File: config.mk
export PLATFORM = sky130hd
export DESIGN_NAME = monitor_report_collector
export DESIGN_NICKNAME = d
export VERILOG_FILES = /design/src/rtl/monitor_pkg.sv /design/src/rtl/monitor_report_collector_fifo.sv /design/src/rtl/monitor_report_collector.sv
export SDC_FILE = /design/constraint.sdc
export NUM_CORES = 1
export LEC_CHECK = 0
export BUFFER_PORTS_ARGS = -buffer_cell sky130_fd_sc_hd__clkbuf_2
export CAP_MARGIN = 20
export CORE_AREA = 2 2 156 158
export CTS_CLUSTER_DIAMETER = 150
export DETAILED_ROUTE_END_ITERATION = 8
export DIE_AREA = 0 0 158 160
export GPL_TIMING_DRIVEN = 0
export PLACE_DENSITY = 0.78
export SLEW_MARGIN = 30
export SYNTH_ARGS = -nofsm -noshare
export SYNTH_HDL_FRONTEND = slang
export SYNTH_HIERARCHICAL = 1
export SYNTH_SLANG_ARGS = --single-unit
File: constraint.sdc
create_clock -name clk -period 7.9 [get_ports clk]
set_input_delay 1.58 -clock clk [delete_from_list [all_inputs] [get_ports clk]]
set_output_delay 1.58 -clock clk [all_outputs]
set_load 0.01 [all_outputs]
File: src/rtl/monitor_pkg.sv
// Shared types and default widths for automaton monitor clusters.
// Record layout is {reports, offset}; clusters with other widths rebuild the same layout locally.
package monitor_pkg;

   localparam int MON_NUM_REPORTS = 4;
   localparam int MON_OFFSET_W    = 32;

   typedef struct packed {
      logic [MON_NUM_REPORTS-1:0] reports;
      logic [MON_OFFSET_W-1:0]    offset;
   } report_rec_t;

   localparam int MON_REC_W = $bits(report_rec_t);

endpackage

File: src/rtl/monitor_report_collector_fifo.sv
// Generic synchronous FIFO, registered storage, head visible combinationally (0-cycle read).
// Push while full is accepted only alongside a pop; clear has priority over push/pop.
module report_fifo #(
   parameter int WIDTH = 8,
   parameter int DEPTH = 8
) (
   input  logic                     clk,
   input  logic                     reset_n,
   input  logic                     clear,
   input  logic                     push,
   input  logic [WIDTH-1:0]         push_data,
   input  logic                     pop,
   output logic [WIDTH-1:0]         head_data,
   output logic                     full,
   output logic                     empty,
   output logic [$clog2(DEPTH):0]   level
);

   localparam int AW = $clog2(DEPTH);

   logic [WIDTH-1:0] mem [DEPTH];
   logic [AW:0]      wr_ptr;
   logic [AW:0]      rd_ptr;
   logic             do_push;
   logic             do_pop;

   assign empty   = (wr_ptr == rd_ptr);
   assign full    = (wr_ptr[AW-1:0] == rd_ptr[AW-1:0]) && (wr_ptr[AW] != rd_ptr[AW]);
   assign level   = wr_ptr - rd_ptr;
   assign do_pop  = pop && !empty;
   assign do_push = push && (!full || do_pop);

   // Empty head reads as zero so stale storage never leaks after a clear.
   assign head_data = empty ? '0 : mem[rd_ptr[AW-1:0]];

   always_ff @(posedge clk or negedge reset_n) begin
      if (!reset_n) begin
         wr_ptr <= '0;
         rd_ptr <= '0;
      end else if (clear) begin
         wr_ptr <= '0;
         rd_ptr <= '0;
      end else begin
         if (do_push) wr_ptr <= wr_ptr + 1'b1;
         if (do_pop)  rd_ptr <= rd_ptr + 1'b1;
      end
   end

   always_ff @(posedge clk) begin
      if (do_push && !clear) mem[wr_ptr[AW-1:0]] <= push_data;
   end

endmodule

File: src/rtl/monitor_report_collector.sv
// Tags non-empty monitor report vectors with their symbol offset and queues them for a valid/ready reader.
// Records appear 1 cycle after capture; when the queue is full and not draining, captures are dropped and counted.
module monitor_report_collector
   import monitor_pkg::*;
#(
   parameter int NUM_REPORTS = MON_NUM_REPORTS,
   parameter int OFFSET_W    = MON_OFFSET_W,
   parameter int DEPTH       = 8,
   parameter int DROP_W      = 16,
   parameter int EDGE_ONLY   = 0
) (
   input  logic                      clk,
   input  logic                      reset_n,
   input  logic                      clear,
   input  logic                      run,
   input  logic [NUM_REPORTS-1:0]    report_in,
   output logic                      rec_valid,
   input  logic                      rec_ready,
   output logic [NUM_REPORTS-1:0]    rec_reports,
   output logic [OFFSET_W-1:0]       rec_offset,
   output logic [$clog2(DEPTH):0]    fifo_level,
   output logic                      overflow,
   output logic [DROP_W-1:0]         drop_count
);

   typedef struct packed {
      logic [NUM_REPORTS-1:0] reports;
      logic [OFFSET_W-1:0]    offset;
   } rec_t;

   logic [OFFSET_W-1:0]    offset_cnt;
   logic [NUM_REPORTS-1:0] prev_report;
   logic [NUM_REPORTS-1:0] cap;
   logic                   capture;
   logic                   fifo_full;
   logic                   fifo_empty;
   logic                   pop;
   logic                   push;
   logic                   drop;
   rec_t                   new_rec;
   rec_t                   head_rec;

   assign cap     = (EDGE_ONLY != 0) ? (report_in & ~prev_report) : report_in;
   assign capture = run && (cap != '0);
   assign pop     = !fifo_empty && rec_ready;
   assign push    = capture && (!fifo_full || pop);
   assign drop    = capture && fifo_full && !pop;

   assign new_rec.reports = cap;
   assign new_rec.offset  = offset_cnt;

   report_fifo #(
      .WIDTH ($bits(rec_t)),
      .DEPTH (DEPTH)
   ) u_fifo (
      .clk       (clk),
      .reset_n   (reset_n),
      .clear     (clear),
      .push      (push),
      .push_data (new_rec),
      .pop       (pop),
      .head_data (head_rec),
      .full      (fifo_full),
      .empty     (fifo_empty),
      .level     (fifo_level)
   );

   assign rec_valid   = !fifo_empty;
   assign rec_reports = head_rec.reports;
   assign rec_offset  = head_rec.offset;

   always_ff @(posedge clk or negedge reset_n) begin
      if (!reset_n) begin
         offset_cnt  <= '0;
         prev_report <= '0;
         overflow    <= 1'b0;
         drop_count  <= '0;
      end else if (clear) begin
         offset_cnt  <= '0;
         prev_report <= '0;
         overflow    <= 1'b0;
         drop_count  <= '0;
      end else begin
         if (run) begin
            offset_cnt  <= offset_cnt + OFFSET_W'(1);
            prev_report <= report_in;
         end
         if (drop) begin
            overflow <= 1'b1;
            if (drop_count != '1) drop_count <= drop_count + DROP_W'(1);
         end
      end
   end

endmodule

Word-level counts from Yosys, hierarchy flattened
Memories as Yosys holds them, arrays and structs flattened.
Cells that the tools add are included.
- register bits: 57
- bits in latches: 0
- bits in writable memories: 288
- ROM bits: 0
- bits of input ports: 9
- output and inout port bits: 58
- word-level logic and storage cells: 51
- memories: 1
- add/subtract/negate cells: 5
- multipliers: 0
- div/mod/pow operators: 0
- magnitude comparators: 0
- eq/ne operators: 4
- shift-type cells: 0
- mux-type cells: 14
- bitwise operators: 0
- reductions and logical operators: 22
- memory list (name ; words ; width ; read ports ; clocked after memory_dff ; write ports ; RTL line ; text):
    u_fifo.mem ; 8 ; 36 ; 1 ; 0 ; 1 ; monitor_report_collector_fifo.sv:21 ; logic [WIDTH-1:0] mem [DEPTH];
- operator list (cell ; number):
    $mux 32 ; 2
    $mux 16 ; 3
    $mux 36 ; 1
    $add 32x1->32 const B ; 1
    $add 16x1->16 const B ; 1
    $mux 4 ; 4
    $ne 16x16->1 const B ; 1
    $reduce_bool 2->1 ; 5
    $logic_and 1x1->1 ; 9
    $add 4x1->4 const B ; 2
    $eq 4x4->1 ; 1
    $logic_not 1->1 ; 4
    $mux 1 ; 4
    $reduce_bool 4->1 ; 1
    $sub 4x4->4 ; 1
    $eq 3x3->1 ; 1
    $logic_or 1x1->1 ; 2
    $reduce_and 2->1 ; 1
    $ne 1x1->1 ; 1

Depth between registers and ports, before layout
- depth after elaboration: 9
- depth in mapped cells: 13
- mapped depth without buffers: 10

Cells and area by module
The synthesis kept the hierarchy.
- by module, submodules not included (module ; times used ; cells each ; area an instance (µm²) ; seq. area each (µm²)):
    report_fifo ; 1 ; 495 ; 11427.2 ; 8848.5
    monitor_report_collector ; 1 ; 287 ; 2708.8 ; 1226.2

Least setup slack after synthesis
OpenSTA, ideal clock, no wires.
- kind: input -> register
- from: input port rec_ready
- to: memory u_fifo/mem[3][0] (netlist name) (enable)
- arrival: 6.070 ns
- required time: 7.381 ns
- setup slack: 1.311 ns
- cell stages on the path: 5
- buffers on the path: 0
- cell sequence: nor2b_1 -> nor2b_1 -> nor2_1 -> o31ai_4 -> nor4_1
- cells in the longest elaborated chain, start to end: 7
- elaborated cells between the ends (all ways): 9
- classes of those cells: 2 x mux; 7 x reduce/logical
- ends and longest elaborated chain (element ; RTL line ; text):
    from (decl) ; monitor_report_collector.sv:18 ; input logic rec_ready,
    $logic_and 1x1->1 ; monitor_report_collector.sv:45 ; assign pop = !fifo_empty && rec_ready;
    $logic_or 1x1->1 ; monitor_report_collector.sv:46 ; assign push = capture && (!fifo_full || pop);
    $logic_and 1x1->1 ; monitor_report_collector.sv:46 ;
    via push ; monitor_report_collector.sv:38 ; logic push;
    $logic_and 1x1->1 ; monitor_report_collector_fifo.sv:31 ; assign do_push = push && (!full || do_pop);
    $logic_and 1x1->1 ; monitor_report_collector_fifo.sv:50 ; if (do_push && !clear) mem[wr_ptr[AW-1:0]] <= push_data;
    $mux 1 ; monitor_report_collector_fifo.sv:50 ;
    $mux 1 (not written as such) ; monitor_report_collector_fifo.sv:50 ;
    to (decl) ; monitor_report_collector_fifo.sv:21 ;
The timed path passes the listed nets, and every way through them passes these cells.

Worst setup path after layout
- from: register u_fifo.rd_ptr[1]
- to: memory u_fifo/mem[7][19] (netlist name) (enable)
- cells in the longest elaborated chain, start to end: 9
- elaborated cells between the ends (all ways): 14
- classes of those cells: 2 x eq/ne; 2 x mux; 10 x reduce/logical
- ends and longest elaborated chain (element ; RTL line ; text):
    from (decl) ; monitor_report_collector_fifo.sv:23 ; logic [AW:0] rd_ptr;
    from (signal assigned) ; monitor_report_collector_fifo.sv:45 ; if (do_pop) rd_ptr <= rd_ptr + 1'b1;
    $eq 4x4->1 ; monitor_report_collector_fifo.sv:27 ; assign empty = (wr_ptr == rd_ptr);
    via fifo_empty ; monitor_report_collector.sv:36 ; logic fifo_empty;
    $logic_not 1->1 ; monitor_report_collector.sv:45 ;
    $logic_and 1x1->1 ; monitor_report_collector.sv:45 ;
    via pop ; monitor_report_collector.sv:37 ; logic pop;
    $logic_or 1x1->1 ; monitor_report_collector.sv:46 ;
    $logic_and 1x1->1 ; monitor_report_collector.sv:46 ;
    via push ; monitor_report_collector.sv:38 ;
    $logic_and 1x1->1 ; monitor_report_collector_fifo.sv:31 ;
    $logic_and 1x1->1 ; monitor_report_collector_fifo.sv:50 ;
    $mux 1 ; monitor_report_collector_fifo.sv:50 ;
    $mux 1 (not written as such) ; monitor_report_collector_fifo.sv:50 ;
The timed path passes the listed nets, and every way through them passes these cells.

==> impl_results.md <==
* Root buffer cell: clkbuf_16
* Vias at 8075
* #FFs+latches synth at 345
* Fin Hold WS at between 500 and 600 ps
* Crit-path cells: buf_4 > clkbuf_1 > inv_1 > ha_1 > nand3_2 > nor2_2 > nor2b_1 > nor2b_1 > nor2_1 > o31ai_4 > nor4_2 > buf_4 > buf_2 > buf_2 > buf_2
* Final instance area at 16500 µm²
* R2r setup slk at 2390 ps
* WL final at 31.0 mm
* First-pass GRT wire length at 48.3 mm
* Number of synthesized flops with an enable pin at 288
* Leading area contributor after synthesis: edfxtp_1
* Max-cap violations at 0
* # clock sinks at roughly 350
* Worst path slowest cell: nor4_2
* Final ANT Viol Nets at 0
* IO Pins at 67
* Vias per cell at ~6.4
* Worst setup SP type: flip-flop
* Final count of hold timing violations at 0
* Worst Setup EP: u_fifo/mem[7][19]
* Critical path data required time at around 8100 ps
* DP Area at 15300 µm²
* Clock Path Buffers at 3
* Worst path max stage delay at 750 ps
* Core area at 23800 µm²
* Cts bufs inserted at 34
* Setup Viol. Count Final at 0
* DIE WIDTH at 158 µm
* Setup repair bufs after CTS at 0
* H-tree levels at 2
* Reg2reg start: u_fifo/rd_ptr[1]
* Yosys warns at 6
* GPL Wtd Cong at between 0.8 and 0.9
* Sequential area share after synthesis at 71.3%
* Port bufs at 65
* Post-route DRC at 0
* Antenna violations before repair at 0
* Slew HR at 42.6%
* Synth top area share at between 60% and 70%
* Outcome: finished clean
* Syn_area_per_cell at 18.1 µm²
* R2R Path End: u_fifo/mem[7][19]
* Critical path peak fanout at 10
* Most common cell in the netlist: edfxtp_1
* Post-CTS resize count at 0
* Die Y-Extent at 160 µm
* Gr ovfl total at 0
* N_diodes at 0
* Final period util at 69.8%
* Clock transition at path regs at 60 ps
* Mapped Nets at between 700 and 800
* Cell area power density at 242 nW/µm²
* GR met3 Demand/Resource at 4.86%
* Number of global-route vias before repair at 8400
* DR WL/cell at between 20 and 25 µm
* Crit. Startpoint: u_fifo/rd_ptr[1]
* Met1 Usage GRT at ~36%
* Slew @ Worst Pin at 853 ps
* Clk_lat worst skew at 510 ps
* LEAKAGE at 0.00592 µW
* Detailed placement HPWL at 19.6 mm
* Top Usage Layer GRT: met2
* NumNets Final at 930
* FFs w/ async S/R, synth at between 15 and 20%
* Most used DFF post-synth: edfxtp_1
* Reg2Reg Depth at 15
* CTS tree: done
* Area contributors post-synth: edfxtp_1, mux4_2, dfrtp_1, a22o_1, a21oi_1
* Die ar. at 25300 µm²
* Slew Limit Fails at 0
* Fin util at 69.2%
* Mapped cell area at 14100 µm²
* Hold WC Path Type: flip-flop to flip-flop
* WS Path Type: flip-flop to flip-flop
* Worst hold path startpoint: overflow
* Synth top cells by count: edfxtp_1, mux4_2, dfrtp_1
* Cell Rows at 57
* Iter 0 DRT Violations at 894
* Met2 usage at 41.6%
* Ratio of cells with drive above 1 in the final layout at 28.8%
* Hold Path Stages at 2
* WP data arrival at 5730 ps
* Initial core utilization at between 50 and 60%
* Skew final at 14.7 ps
* RSZ-0062 raised after global routing: no
* Tot GR Track Use at approximately 26%
* Area growth syn-to-layout at 16.7%
* Max VDD drop at 139 µV
* Post-route minimum period at 5510 ps
* Max Clk Rate at 181 MHz
* Crit-path most repeated cell: buf_2
* Post-synthesis instance total at approximately 800
* Post-CTS Hold Fix Bufs at 0
* Number of distinct library cells after synthesis at 50
* # fillers at between 1000 and 1500
* 1st-pass router iterations at 5
* Largest net degree at the start of global routing at 32
* Kind of end point of the critical path: flip-flop
## worst min path at each step
stage                     slack [ps]        to
final                            520  overflow
after global routing             550  overflow
after CTS                        520  overflow
after detailed placement         500  overflow
after global placement           510  overflow
after floorplan                  540  overflow
## worst max-delay path: cells and delay by family (launching register included)
family	cells	cell delay [ps]
and+or+nand+nor	6	2170
buffers and inverters	7	1960
DFF	1	520
adders and majority gates	1	340
AOI/OAI and AO/OA	1	210
## state kept, by name, indices dropped and copies added (netlist names)
signal,count
overflow,1
u_fifo/rd_ptr,4
offset_cnt,32
drop_count,16
u_fifo/wr_ptr,4
u_fifo/mem,288
## metal layers
layer	vias to the layer above	wire (µm)
met5	-	0
met4	0	802
met3	76	2330
met2	401	15900
met1	4131	12000
li1	3467	-
## placed cells by master, fill, tap and decap left out, types with 3 or more instances in the layout
master,instances
a21oi_1,28
a22o_1,36
and2b_1,3
and3_1,3
and4_1,8
buf_1,3
buf_16,9
buf_2,19
buf_4,8
buf_6,10
buf_8,3
bufinv_16,3
clkbuf_1,23
clkbuf_16,37
clkbuf_2,64
clkbuf_8,4
clkinv_1,5
clkinv_2,5
dfrtp_1,57
edfxtp_1,288
ha_1,7
inv_1,13
mux2_2,11
mux4_2,72
nand2_1,20
nand3_1,17
nand4_1,15
nor2_1,31
nor2_4,8
nor2b_1,11
nor4_1,11
nor4_2,3
o21ai_0,12
o31ai_1,18
or3_1,8
or4_1,18
xnor2_1,6
xor2_1,11
## kinds of logic (layout without fill, tap and decap cells)
group	count (synthesis)	in the layout	synth area share (%)
flip-flops	345	345	71.3
adder cells (fa/ha/maj)	8	8	0.761
XOR/XNOR	18	18	1.17
AO/OA/AOI/OAI	99	99	5.05
buffers and inverters	54	211	2.14
multiplexers	86	86	12.6
AND/OR/NAND/NOR	172	172	7.05
## through the flow
stage / setup TNS [ps] / instances / total power, µW / worst slack (ps)
detailed placement: 0 / 1201 / 2390 / 2540
global route: 0 / 1263 / 4120 / 2080
CTS: 0 / 1263 / 4020 / 2460
global placement: -219540 / 1171 / 2380 / -3160
finish: 0 / 1263 / 4000 / 2390
floorplan: 0 / 782 / 2260 / 1310
## power breakdown
part / switching [µW] / leakage, µW / internal (µW) / total (µW)
clock network: 650 / 0.000570 / 990 / 1640
registers: 12.9 / 0.00365 / 1980 / 2000
logic: 201 / 0.00170 / 158 / 359
## final cells by class
class	count	area (µm²)	share of cell area, %
clock inverter	16	159	0.964
multi-input combinational	383	3820	23.1
sequential	345	10100	61.1
clock buffer	46	1000	6.06
tap	324	405	2.46
buffer	41	254	1.54
inverter	13	48.8	0.296
timing repair buffer	95	733	4.45
Note: power is estimated with default switching activity, not from simulation.
